**src/rtl/matrix_select_shifter_if.sv**
```systemverilog
// Select-request handshake between the SPI frame streamer (master) and the
// matrix select shifter (slave).
interface matrix_select_shifter_if #(
  parameter int SEL_WIDTH = 4
);
  logic                 sel_valid;
  logic [SEL_WIDTH-1:0] sel_index;
  logic                 sel_ready;
  logic                 sel_done;

  modport master (output sel_valid, output sel_index, input sel_ready, input sel_done);
  modport slave  (input sel_valid, input sel_index, output sel_ready, output sel_done);
endinterface

```
**src/rtl/matrix_select_shifter.sv**
```systemverilog
// Drives a 74HC595 chain with an active-low one-hot matrix select pattern.
// Optional macro MATRIX_SELECT_SKIP_SAME_EN: re-selecting the current matrix skips the shift.
module matrix_select_shifter #(
  parameter int CHAIN_LENGTH = 16,
  parameter int DIV_FACTOR   = 2,
  parameter int SEL_WIDTH    = 4
) (
  input  logic                     clk,
  input  logic                     rst,
  matrix_select_shifter_if.slave   sel,
  input  logic                     blank,
  output logic                     shift_clk,
  output logic                     shift_ser,
  output logic                     shift_stcp,
  output logic                     shift_en,
  output logic [SEL_WIDTH-1:0]     current_index
);
  localparam int DIV_W = $clog2(DIV_FACTOR + 1);
  localparam int BIT_W = $clog2(CHAIN_LENGTH);
  localparam logic [DIV_W-1:0] DIV_LAST = DIV_W'(DIV_FACTOR - 1);
  localparam logic [BIT_W-1:0] BIT_TOP  = BIT_W'(CHAIN_LENGTH - 1);

  typedef enum logic [2:0] {IDLE, BIT_LOW, BIT_HIGH, LATCH, DONE} state_t;

  state_t                  state;
  logic [DIV_W-1:0]        div_cnt;
  logic [BIT_W-1:0]        bit_cnt;
  logic [CHAIN_LENGTH-1:0] pat_q;
  logic [CHAIN_LENGTH-1:0] pat_new;
  logic [SEL_WIDTH-1:0]    idx_q;
  logic [SEL_WIDTH-1:0]    idx_new;
  logic                    sel_ready_q;
  logic                    sel_done_q;
  logic                    done_seen;
  logic                    in_range;
  logic                    accept;
  logic                    div_end;
  logic                    skip;

  // Out-of-range indices resolve to all-ones so no matrix is selected.
  always_comb begin
    in_range = int'(sel.sel_index) < CHAIN_LENGTH;
    idx_new  = in_range ? sel.sel_index : '1;
    pat_new  = '1;
    for (int i = 0; i < CHAIN_LENGTH; i++) begin
      if (in_range && (int'(sel.sel_index) == i)) pat_new[i] = 1'b0;
    end
  end

  assign accept  = sel.sel_valid && sel_ready_q;
  assign div_end = (div_cnt == DIV_LAST);

`ifdef MATRIX_SELECT_SKIP_SAME_EN
  assign skip = done_seen && (idx_new == current_index);
`else
  assign skip = 1'b0;
`endif

  assign sel.sel_ready = sel_ready_q;
  assign sel.sel_done  = sel_done_q;

  always_ff @(posedge clk) begin
    if (accept) begin
      pat_q <= pat_new;
      idx_q <= idx_new;
    end
  end

  always_ff @(posedge clk or posedge rst) begin
    if (rst) begin
      state         <= IDLE;
      sel_ready_q   <= 1'b1;
      sel_done_q    <= 1'b0;
      shift_clk     <= 1'b0;
      shift_ser     <= 1'b0;
      shift_stcp    <= 1'b0;
      div_cnt       <= '0;
      bit_cnt       <= '0;
      current_index <= '1;
      done_seen     <= 1'b0;
    end else begin
      case (state)
        IDLE: begin
          if (accept) begin
            sel_ready_q <= 1'b0;
            div_cnt     <= '0;
            bit_cnt     <= BIT_TOP;
            if (skip) begin
              state      <= DONE;
              sel_done_q <= 1'b1;
            end else begin
              state     <= BIT_LOW;
              shift_ser <= pat_new[CHAIN_LENGTH-1];
            end
          end
        end
        BIT_LOW: begin
          if (div_end) begin
            div_cnt   <= '0;
            shift_clk <= 1'b1;
            state     <= BIT_HIGH;
          end else begin
            div_cnt <= div_cnt + 1'b1;
          end
        end
        BIT_HIGH: begin
          if (div_end) begin
            div_cnt   <= '0;
            shift_clk <= 1'b0;
            if (bit_cnt == '0) begin
              shift_stcp <= 1'b1;
              state      <= LATCH;
            end else begin
              bit_cnt   <= bit_cnt - 1'b1;
              shift_ser <= pat_q[bit_cnt - 1'b1];
              state     <= BIT_LOW;
            end
          end else begin
            div_cnt <= div_cnt + 1'b1;
          end
        end
        LATCH: begin
          if (div_end) begin
            div_cnt    <= '0;
            shift_stcp <= 1'b0;
            sel_done_q <= 1'b1;
            state      <= DONE;
          end else begin
            div_cnt <= div_cnt + 1'b1;
          end
        end
        DONE: begin
          sel_done_q    <= 1'b0;
          sel_ready_q   <= 1'b1;
          current_index <= idx_q;
          done_seen     <= 1'b1;
          state         <= IDLE;
        end
        default: state <= IDLE;
      endcase
    end
  end

  // Outputs stay blanked until the first select has been latched into the chain.
  always_ff @(posedge clk or posedge rst) begin
    if (rst) shift_en <= 1'b1;
    else     shift_en <= blank | ~(done_seen | (state == DONE));
  end
endmodule
```
**src/flat_wrapper.sv**
```systemverilog
// flat-port wrapper written by rule: the top's interface ports become plain ports
module matrix_select_shifter_flat 
#(
  parameter int CHAIN_LENGTH = 16,
  parameter int DIV_FACTOR   = 2,
  parameter int SEL_WIDTH    = 4
)
  (clk, rst, blank, shift_clk, shift_ser, shift_stcp, shift_en, current_index, sel_sel_valid, sel_sel_index, sel_sel_ready, sel_sel_done);
  matrix_select_shifter_if #(.SEL_WIDTH(SEL_WIDTH)) sel_i ();
  input  logic clk;
  input  logic rst;
  input  logic blank;
  output logic shift_clk;
  output logic shift_ser;
  output logic shift_stcp;
  output logic shift_en;
  output logic [SEL_WIDTH-1:0] current_index;
  input wire logic [$bits(sel_i.sel_valid)-1:0] sel_sel_valid;
  input wire logic [$bits(sel_i.sel_index)-1:0] sel_sel_index;
  output wire logic [$bits(sel_i.sel_ready)-1:0] sel_sel_ready;
  output wire logic [$bits(sel_i.sel_done)-1:0] sel_sel_done;
  assign sel_i.sel_valid = sel_sel_valid;
  assign sel_i.sel_index = sel_sel_index;
  assign sel_sel_ready = sel_i.sel_ready;
  assign sel_sel_done = sel_i.sel_done;
  matrix_select_shifter #(.CHAIN_LENGTH(CHAIN_LENGTH), .DIV_FACTOR(DIV_FACTOR), .SEL_WIDTH(SEL_WIDTH)) u_core (.clk(clk), .rst(rst), .sel(sel_i), .blank(blank), .shift_clk(shift_clk), .shift_ser(shift_ser), .shift_stcp(shift_stcp), .shift_en(shift_en), .current_index(current_index));
endmodule
```
**config.mk**
```make
export PLATFORM = sky130hd
export DESIGN_NAME = matrix_select_shifter_flat
export DESIGN_NICKNAME = d
export VERILOG_FILES = /design/src/rtl/matrix_select_shifter_if.sv /design/src/rtl/matrix_select_shifter.sv /design/src/flat_wrapper.sv
export SDC_FILE = /design/constraint.sdc
export NUM_CORES = 1
export LEC_CHECK = 0
export ABC_AREA = 1
export CELL_PAD_IN_SITES_DETAIL_PLACEMENT = 0
export CELL_PAD_IN_SITES_GLOBAL_PLACEMENT = 1
export CORE_UTILIZATION = 30
export DETAILED_ROUTE_END_ITERATION = 8
export GPL_ROUTABILITY_DRIVEN = 0
export GPL_TIMING_DRIVEN = 1
export HOLD_SLACK_MARGIN = 0.1
export PLACE_DENSITY_LB_ADDON = 0.1
export SLEW_MARGIN = 15
export SYNTH_ARGS = -nofsm -noshare
export SYNTH_HDL_FRONTEND = slang
export SYNTH_SLANG_ARGS = --single-unit
```
**constraint.sdc**
```tcl
create_clock -name clk -period 4.12 [get_ports clk]
set_input_delay 1.236 -clock clk [delete_from_list [all_inputs] [get_ports clk]]
set_output_delay 1.236 -clock clk [all_outputs]
set_load 0.01 [all_outputs]
```
==> run metrics, run 1 <==
adder-cell area share of the yosys netlist 0.677%; Synth Area per Inst 9.29 sq um; Period minus WS final 2.61 ns; area post-placement 0.00210 sq mm; 1st-iter DRT viols 71; Post-Synth XOR/XNOR Area 0%; diodes inserted 0; Max IR drop VDD 0.000251 V; max incr delay on CP 0.55 ns; top-area cell type share of the netlist area 32.5%; Max Clk Rate 382 MHz; detailed placer's ending HPWL 2.83 mm; Clock Tree Buf Depth 2; Fin. Hold Viols 0; distinct cell type count after synthesis 27; Std-Cell Rows 28; IO Pins 18; pwr dens 638 mW/mm^2; setup bufs post-CTS 0; post-cts resize count 0; Seq/Total Area, Yosys 60.0%; ys flop type edfxtp_1; Synth Area in Compound Gates 5.48%; worst r2r src u_core.bit_cnt[0]; top cells by area, synth edfxtp_1 (32%), dfrtp_1 (19%), nand2_1 (14%), dfstp_2 (8.5%), inv_1 (5.3%); Post-CTS Hold Buffers 0; Final Cycle Share 63.5%; fin. max-slew vios 0; skew final 0.00706 ns; # DRC 0; die span in x 80.5 um; Total GRT Usage 13.6%; CTS tree built; Mapped Cells 199; Rel. slew slack 49.3%; WP buf/inv 1; Synth Area in Simple Gates 26.3%; Inserted Clock Buffers 5; root buffer cell clkbuf_8; reg-to-reg critical path endpoint u_core.shift_ser; Critical Path Source u_core.sel.sel_ready; critical path cell sequence clkdlybuf4s50_1; grt total ovfl 0; Yosys top cell by area edfxtp_1; vias in the first global route 1371; number of clock sinks 40; most frequent cell after synthesis nand2_1; core outline area 0.00592 sq mm; worst-path fanout max 3; vias post-DR 1356; share of async-settable or async-resettable flops after synthesis 50.0%; CP Class register to output pin; critical path capture point type output pin; hold crit path type register to register; final-stage net count 231; outcome complete, no violations; vias per cell 4.55; first-pass GRT wire length 6.52 mm; number of synthesized register bits 40; leak pwr 0.939 nW; design area 0.00219 sq mm; routed len/inst 12.5 um; worst skew pair latency 0.29 ns; Post-synth EDFFs 20; Layout area overhead 18.3%; WHS Endpoint u_core.done_seen; WP data required 2.88 ns; Starting Density 31.2%; Worst Max-Slew Pin Slew 0.760 ns; Worst Min Path Start u_core.done_seen; synth cell count leaders nand2_1 (69), inv_1 (26), edfxtp_1 (20), nand3_1 (17), dfrtp_1 (14); Mapped Nets 208; H-tree levels 2; CP delay by family, top flip-flops; Die H 80.5 um; DRT Pass-1 Iters 5; share of layout cells above drive strength 1 13.9%; Setup-failing EPs final 0; Reg2Reg Setup Slack 2.25 ns; mux cell area share after synthesis 0%; Worst setup SP type register; unrepaired setup endpoints after global routing false; IO Port Bufs 17; DRT antenna net count 0; Mapped Area 0.00185 sq mm; MaxCap Viol Count 0; routed wire length 3.73 mm; die area 0.00648 sq mm; Critical Path AT 1.38 ns; Slowest cell on crit path dfstp_2; initial antenna violation count 0; largest net degree at the start of global routing 22; R2R cell count 10; Reg clk slew, reported paths 0.08 ns; Setup TNS Final 0 ns; Worst Hold Depth 1; synth warn 0; largest family of logic cells by synthesized area simple AND/OR/NAND/NOR gates
-- flip-flops by register name, indices dropped and copies added, names as in the netlist, 2 cells and up --
| name | count |
|---|---|
| u_core.idx_q | 4 |
| u_core.div_cnt | 2 |
| u_core.bit_cnt | 4 |
| u_core.pat_q | 16 |
| u_core.state | 3 |
| u_core.current_index | 4 |
-- final cells by class --
type	count	area, sq um
Sequential cell	40	1110
Fill cell	611	3730
Inverter	31	118
Tap cell	75	93.8
Clock inverter	3	21.3
Clock buffer	5	68.8
Timing Repair Buffer	18	178
Multi-Input combinational cell	126	599
-- cells in the final DEF, fill, tap and decap left out, drive strengths merged --
cell type	count
a21oi	5
a22oi	3
a31o	1
buf	1
clkbuf	5
clkdlybuf4s50	17
clkinv	2
clkinvlp	1
dfrtp	14
dfstp	6
edfxtp	20
ha	1
inv	31
nand2	72
nand3	18
nand4	1
nor2	16
nor3	1
nor3b	1
o21ai	6
or2	1
-- worst max-delay path by stage --
stage,endpoint,slack (ns),cells past startpoint
2_1_floorplan,u_core.bit_cnt[2],1.68,7
4_1_cts,sel_sel_ready,1.49,1
3_5_place_dp,u_core.bit_cnt[1],1.30,9
3_3_place_gp,u_core.bit_cnt[1],1.34,9
6_report,sel_sel_ready,1.51,1
5_1_grt,u_core.bit_cnt[2],1.47,9
-- per-layer routing --
layer / vias to the layer above / share of wire, % / global-route usage [%]
met5: - / 0 / 0
li1: 678 / - / -
met4: 0 / 2.0 / 5.36
met1: 639 / 46 / 16.1
met3: 7 / 3.6 / 3.86
met2: 32 / 49 / 23.2
-- where the power goes --
group	leakage (nW)	internal [mW]	switching, mW
registers	0.379	0.533	0.0589
logic	0.516	0.213	0.329
clock network	0.0445	0.120	0.142
total	0.939	0.866	0.531
-- stage by stage --
stage / hold WS [ns] / instances / worst slack [ns] / utilization, % / power [mW]
detailed placement: 0.437 / 290 / 1.30 / 35.4 / 1.15
CTS: 0.458 / 298 / 1.49 / 36.9 / 1.42
finish: 0.456 / 298 / 1.51 / 36.9 / 1.40
floorplan: 0.426 / 199 / 1.68 / - / 0.979
global route: 0.482 / 298 / 1.47 / 36.9 / 1.51
global placement: 0.441 / 290 / 1.34 / 35.4 / 1.14
-- logic make-up (layout without fill, tap and decap cells) --
family / Yosys count / after routing
AOI/OAI and AO/OA: 15 / 15
adders and majority gates: 1 / 1
buffers and inverters: 33 / 57
DFF: 40 / 40
and+or+nand+nor: 110 / 110
Note: power is estimated with default switching activity, not from simulation.
==> inputs of run 2 (changes only) <==
==> constraint.sdc (replaced) <==
create_clock -name clk -period 2.35 [get_ports clk]
set_input_delay 0.705 -clock clk [delete_from_list [all_inputs] [get_ports clk]]
set_output_delay 0.705 -clock clk [all_outputs]
set_load 0.01 [all_outputs]
==> run 2 against run 1 <==
Count of clock-buffer cells in the layout up 1; sequential power up 72%; routed wire length down 2.9%; register-to-register slack worse by 1.6 ns; clock power up 96%; critical endpoint unchanged.
==> run metrics, run 2 (synthesized netlist as in run 1, its figures left out) <==
outcome complete, no violations; Final Cycle Share 88.6%; critical path cell sequence clkdlybuf4s50_1; Setup-failing EPs final 0 (unchanged); pwr dens 1130 mW/mm^2 (+76%); MaxCap Viol Count 0 (unchanged); Final Power 2.50 mW (+79%); routed len/inst 12.1 um (-3.5%); critical path capture point type output pin; die span in x 80.5 um (unchanged); Period minus WS final 2.08 ns; most frequent cells in the layout nand2_1 (69), inv_1 (26), edfxtp_1 (20); Critical Path AT 1.38 ns (about the same); unrepaired setup endpoints after global routing false; setup bufs post-CTS 0 (unchanged); Total GRT Usage 13.3% (-0.30 points); Fin. Hold Viols 0 (unchanged); DRT Pass-1 Iters 4 (-1); post-route non-filler standard cell count 300 (+0.67%); post-cts resize count 0 (unchanged); detailed placer's ending HPWL 2.76 mm (-2.6%); Rel. slew slack 73.4% (+24 points); first-pass GRT wire length 6.42 mm (-1.6%); Clock Tree Buf Depth 2 (unchanged); Slowest cell on crit path dfstp_2; max incr delay on CP 0.55 ns (about the same); routed wire length 3.63 mm (-2.9%); die area 0.00648 sq mm (unchanged); Worst setup SP type register; largest net degree at the start of global routing 21 (-4.5%); root buffer cell clkbuf_8; worst-path fanout max 3 (unchanged); CP Class register to output pin; initial antenna violation count 0 (unchanged); most common library cell in the layout ignoring fill and taps nand2_1; Largest register FFs 16 (unchanged); vias in the first global route 1368 (-0.22%); worst skew pair latency 0.29 ns (about the same); final-stage net count 233 (+0.87%); diodes inserted 0 (unchanged); CTS tree built; Setup TNS Final 0 ns (unchanged); skew final 0.00609 ns (-0.000971 ns); CP delay by family, top flip-flops; Layout area overhead 20.0%; vias per cell 4.40 (-3.2%); share of layout cells above drive strength 1 14.2% (+0.32 points); WP buf/inv 1 (unchanged); Largest Register u_core.pat_q; Die H 80.5 um (unchanged); H-tree levels 2 (unchanged); core outline area 0.00592 sq mm (unchanged); 1st-iter DRT viols 49 (-31%); WP data required 1.64 ns (-1.24 ns); FILL cells 580 (-5.1%); Max IR drop VDD 0.000535 V (+110%); Reg clk slew, reported paths 0.08 ns (about the same); Inserted Clock Buffers 5 (unchanged); Std-Cell Rows 28 (unchanged); # DRC 0 (unchanged); hold crit path type register to register; grt total ovfl 0 (unchanged); Post-CTS Hold Buffers 0 (unchanged); number of clock sinks 40 (unchanged); IO Port Bufs 17 (unchanged); Post-Place Cells 292 (+0.69%); IO Pins 18 (unchanged); DRT antenna net count 0 (unchanged); Max Clk Rate 481 MHz; leak pwr 0.958 nW (+2.0%); Starting Density 31.2% (unchanged); Worst Max-Slew Pin Slew 0.397 ns (-0.363 ns); vias post-DR 1321 (-2.6%); fin. max-slew vios 0 (unchanged)
-- run 2: changes by cell type in the layout (fill, tap and decap cells not counted) --
cell and delta:
clkinv_4 +1, clkinv_2 -1, clkinvlp_4 -1, inv_6 -1, clkinv_1 +1, buf_4 +2, clkbuf_16 +1
-- run 2: where the power goes --
part	total, mW	switching (mW)	leakage [nW]	internal [mW]
sequential	1.02	0.0889	0.379	0.935
combinational	0.962	0.578	0.525	0.384
clock	0.513	0.241	0.0540	0.272
total	2.50	0.908	0.958	1.59
-- run 2: metal layers --
layer  part of all wire [%]  track usage (%)  up-vias
li1                       -                -      684
met1                     50             16.5      615
met2                     47             22.2       20
met3                    2.7             3.75        2
met4                   0.74             4.29        0
met5                      0                0        -
-- run 2: cell type report --
cell class / instances / area, sq um / share of cell area (%)
Clock buffer: 6 / 93.8 / 4.23
Clock inverter: 2 / 12.5 / 0.564
Inverter: 31 / 118 / 5.30
Multi-Input combinational cell: 126 / 599 / 27.0
Sequential cell: 40 / 1110 / 50.0
Tap cell: 75 / 93.8 / 4.23
Timing Repair Buffer: 20 / 193 / 8.69
-- run 2: final timing paths --
kind / cells past startpoint / slack [ns] / end / startpoint
max: 1 / 0.27 / sel_sel_ready / u_core.sel.sel_ready
min: 1 / 0.46 / u_core.done_seen / u_core.done_seen
max reg2reg: 10 / 0.69 / u_core.shift_ser / u_core.bit_cnt[0]
min reg2reg: 1 / 0.46 / u_core.done_seen / u_core.done_seen
max in group asynchronous: 3 / 1.22 / u_core.shift_en / rst
min in group asynchronous: 2 / 0.61 / u_core.done_seen / rst
-- run 2: per-stage QoR --
| step | hold WS [ns] | util, % | worst slack [ns] | cell area (sq um) |
|---|---|---|---|---|
| 6_report | 0.458 | 37.5 | 0.269 | 2220 |
| 5_1_grt | 0.471 | 37.5 | 0.239 | 2220 |
| 4_1_cts | 0.463 | 37.5 | 0.253 | 2220 |
| 3_5_place_dp | 0.443 | 35.7 | 0.351 | 2110 |
| 3_3_place_gp | 0.439 | 35.7 | 0.370 | 2110 |
| 2_1_floorplan | 0.426 | - | 0.440 | 1850 |
==> inputs of run 3 (changes only) <==
--- a/config.mk
+++ b/config.mk
@@ -8,13 +8,13 @@
 export ABC_AREA = 1
 export CELL_PAD_IN_SITES_DETAIL_PLACEMENT = 0
 export CELL_PAD_IN_SITES_GLOBAL_PLACEMENT = 1
-export CORE_UTILIZATION = 30
+export CORE_UTILIZATION = 39
 export DETAILED_ROUTE_END_ITERATION = 8
 export GPL_ROUTABILITY_DRIVEN = 0
 export GPL_TIMING_DRIVEN = 1
 export HOLD_SLACK_MARGIN = 0.1
 export PLACE_DENSITY_LB_ADDON = 0.1
-export SLEW_MARGIN = 15
+export SLEW_MARGIN = 20
 export SYNTH_ARGS = -nofsm -noshare
 export SYNTH_HDL_FRONTEND = slang
 export SYNTH_SLANG_ARGS = --single-unit
==> run 3 against run 2 <==
Global-route usage increased by 1.9 points; clock power decreased by 14%; sequential share of layout area increased by 1.4 points; die area decreased by 23%; worst hold slack got worse by 0.0021 ns; utilization increased by 11 points; worst setup slack improved by 0.0039 ns; count of clock-buffer cells in the layout unchanged; critical path depth unchanged; power decreased by 3.5%; non-clock buffer count decreased by 1; cell count decreased by 8.0%.
==> run metrics, run 3 (synthesized netlist as in run 1, its figures left out) <==
outcome complete, no violations; Period minus WS final 2.08 ns (-0.00388 ns); H-tree levels 2 (unchanged); FF/Latch Area 0.00111 sq mm (unchanged); Placement Setup Slack 0.342 ns (-0.00855 ns); core outline area 0.00444 sq mm (-25%); Final Cycle Share 88.4% (-0.16 points); 1st-iter DRT viols 51 (+4.1%); initial antenna violation count 0 (unchanged); vias per cell 4.60 (+4.4%); unrepaired setup endpoints after global routing false; Largest Register u_core.pat_q; Rel. slew slack 75.7% (+2.3 points); DRT Pass-1 Iters 4 (unchanged); Worst Max-Slew Pin Slew 0.364 ns (-0.0334 ns); vias in the first global route 1284 (-6.1%); share of layout cells above drive strength 1 13.4% (-0.83 points); Inserted Clock Buffers 5 (unchanged); skew final 0.00838 ns (+0.00230 ns); largest net degree at the start of global routing 21 (unchanged); Slowest cell on crit path dfstp_2; Setup-failing EPs final 0 (unchanged); CP Class register to output pin; worst-path fanout max 3 (unchanged); multi-input logic area 599 sq um (unchanged); Layout area overhead 16.9%; routed wire length 3.39 mm (-6.6%); Max Clk Rate 481 MHz (+0.19%); Die H 70.8 um (-12%); final setup margin 0.273 ns (+0.00388 ns); Worst setup SP type register; most frequent cells in the layout nand2_1 (69), inv_1 (26), edfxtp_1 (20); WP data required 1.64 ns (about the same); Total GRT Usage 15.2% (+1.9 points); detailed placer's ending HPWL 2.52 mm (-8.7%); hold crit path type register to register; pwr dens 1120 mW/mm^2 (-0.88%); CTS tree built; Setup TNS Final 0 ns (unchanged); critical path capture point type output pin; DRT antenna net count 0 (unchanged); Largest register FFs 16 (unchanged); critical path cell sequence clkdlybuf4s50_1; die span in x 70.8 um (-12%); post-route non-filler standard cell count 276 (-8.0%); fin. max-slew vios 0 (unchanged); Critical Path AT 1.37 ns (about the same); Final Power 2.41 mW (-3.5%); FILL cells 434 (-25%); CP delay by family, top flip-flops; IO Port Bufs 17 (unchanged); first-pass GRT wire length 5.90 mm (-8.1%); Std-Cell Rows 24 (-14%); routed len/inst 12.3 um (+1.5%); area post-placement 0.00208 sq mm (-1.7%); WP buf/inv 1 (unchanged); number of clock sinks 40 (unchanged); design area 0.00216 sq mm (-2.7%); leak pwr 0.938 nW (-2.1%); Hold Slack 0.456 ns (-0.00208 ns); Clock Tree Buf Depth 2 (unchanged); Fin. Hold Viols 0 (unchanged); diodes inserted 0 (unchanged); final-stage net count 232 (-0.43%); MaxCap Viol Count 0 (unchanged); most common library cell in the layout ignoring fill and taps nand2_1; Finished Core Util 48.6% (+11 points); worst skew pair latency 0.29 ns (about the same); Max IR drop VDD 0.000396 V (-26%); max incr delay on CP 0.55 ns (about the same); post-cts resize count 0 (unchanged); vias post-DR 1269 (-3.9%); Reg clk slew, reported paths 0.08 ns (about the same); Post-Place Cells 268 (-8.2%); root buffer cell clkbuf_8; die area 0.00502 sq mm (-23%); # DRC 0 (unchanged); grt total ovfl 0 (unchanged); Post-CTS Hold Buffers 0 (unchanged); setup bufs post-CTS 0 (unchanged); IO Pins 18 (unchanged); Starting Density 41.6% (+10 points)
## run 3: changes by cell type in the layout (fill, tap and decap cells not counted)
cell	before	now
clkinvlp_4	0	1
clkbuf_16	1	0
clkinv_4	1	0
clkbuf_1	0	1
buf_4	3	2
## run 3: layer usage
layer  track usage [%]  share of wire (%)  vias to the layer above
met1              19.8                 50                      572
li1                  -                  -                      678
met4              6.00                1.7                        0
met5                 0                  0                        -
met2              23.9                 45                       14
met3              4.70                2.6                        5
## run 3: where the power goes
group | switching (mW) | leakage [nW] | internal [mW] | total, mW
sequential | 0.103 | 0.379 | 0.935 | 1.04
combinational | 0.560 | 0.520 | 0.374 | 0.934
clock | 0.233 | 0.0388 | 0.206 | 0.439
total | 0.896 | 0.938 | 1.51 | 2.41
## run 3: path summary, 6_finish.rpt
check / slack [ns] / startpoint / end / cells past startpoint
max reg2reg: 0.51 / u_core.bit_cnt[0] / u_core.shift_ser / 10
min reg2reg: 0.46 / u_core.done_seen / u_core.done_seen / 1
max: 0.27 / u_core.sel.sel_ready / sel_sel_ready / 1
min: 0.46 / u_core.done_seen / u_core.done_seen / 1
max in group asynchronous: 1.19 / rst / u_core.bit_cnt[1] / 3
min in group asynchronous: 0.68 / rst / u_core.div_cnt[1] / 2
## run 3: cell type report
| cell class | instances | share of cell area (%) |
|---|---|---|
| clock buffers | 6 | 3.36 |
| repair buffers | 19 | 8.57 |
| well taps | 52 | 3.01 |
| clock inverters | 2 | 0.521 |
| flip-flops and latches | 40 | 51.3 |
| multi-input cells | 126 | 27.8 |
| inverters | 31 | 5.45 |
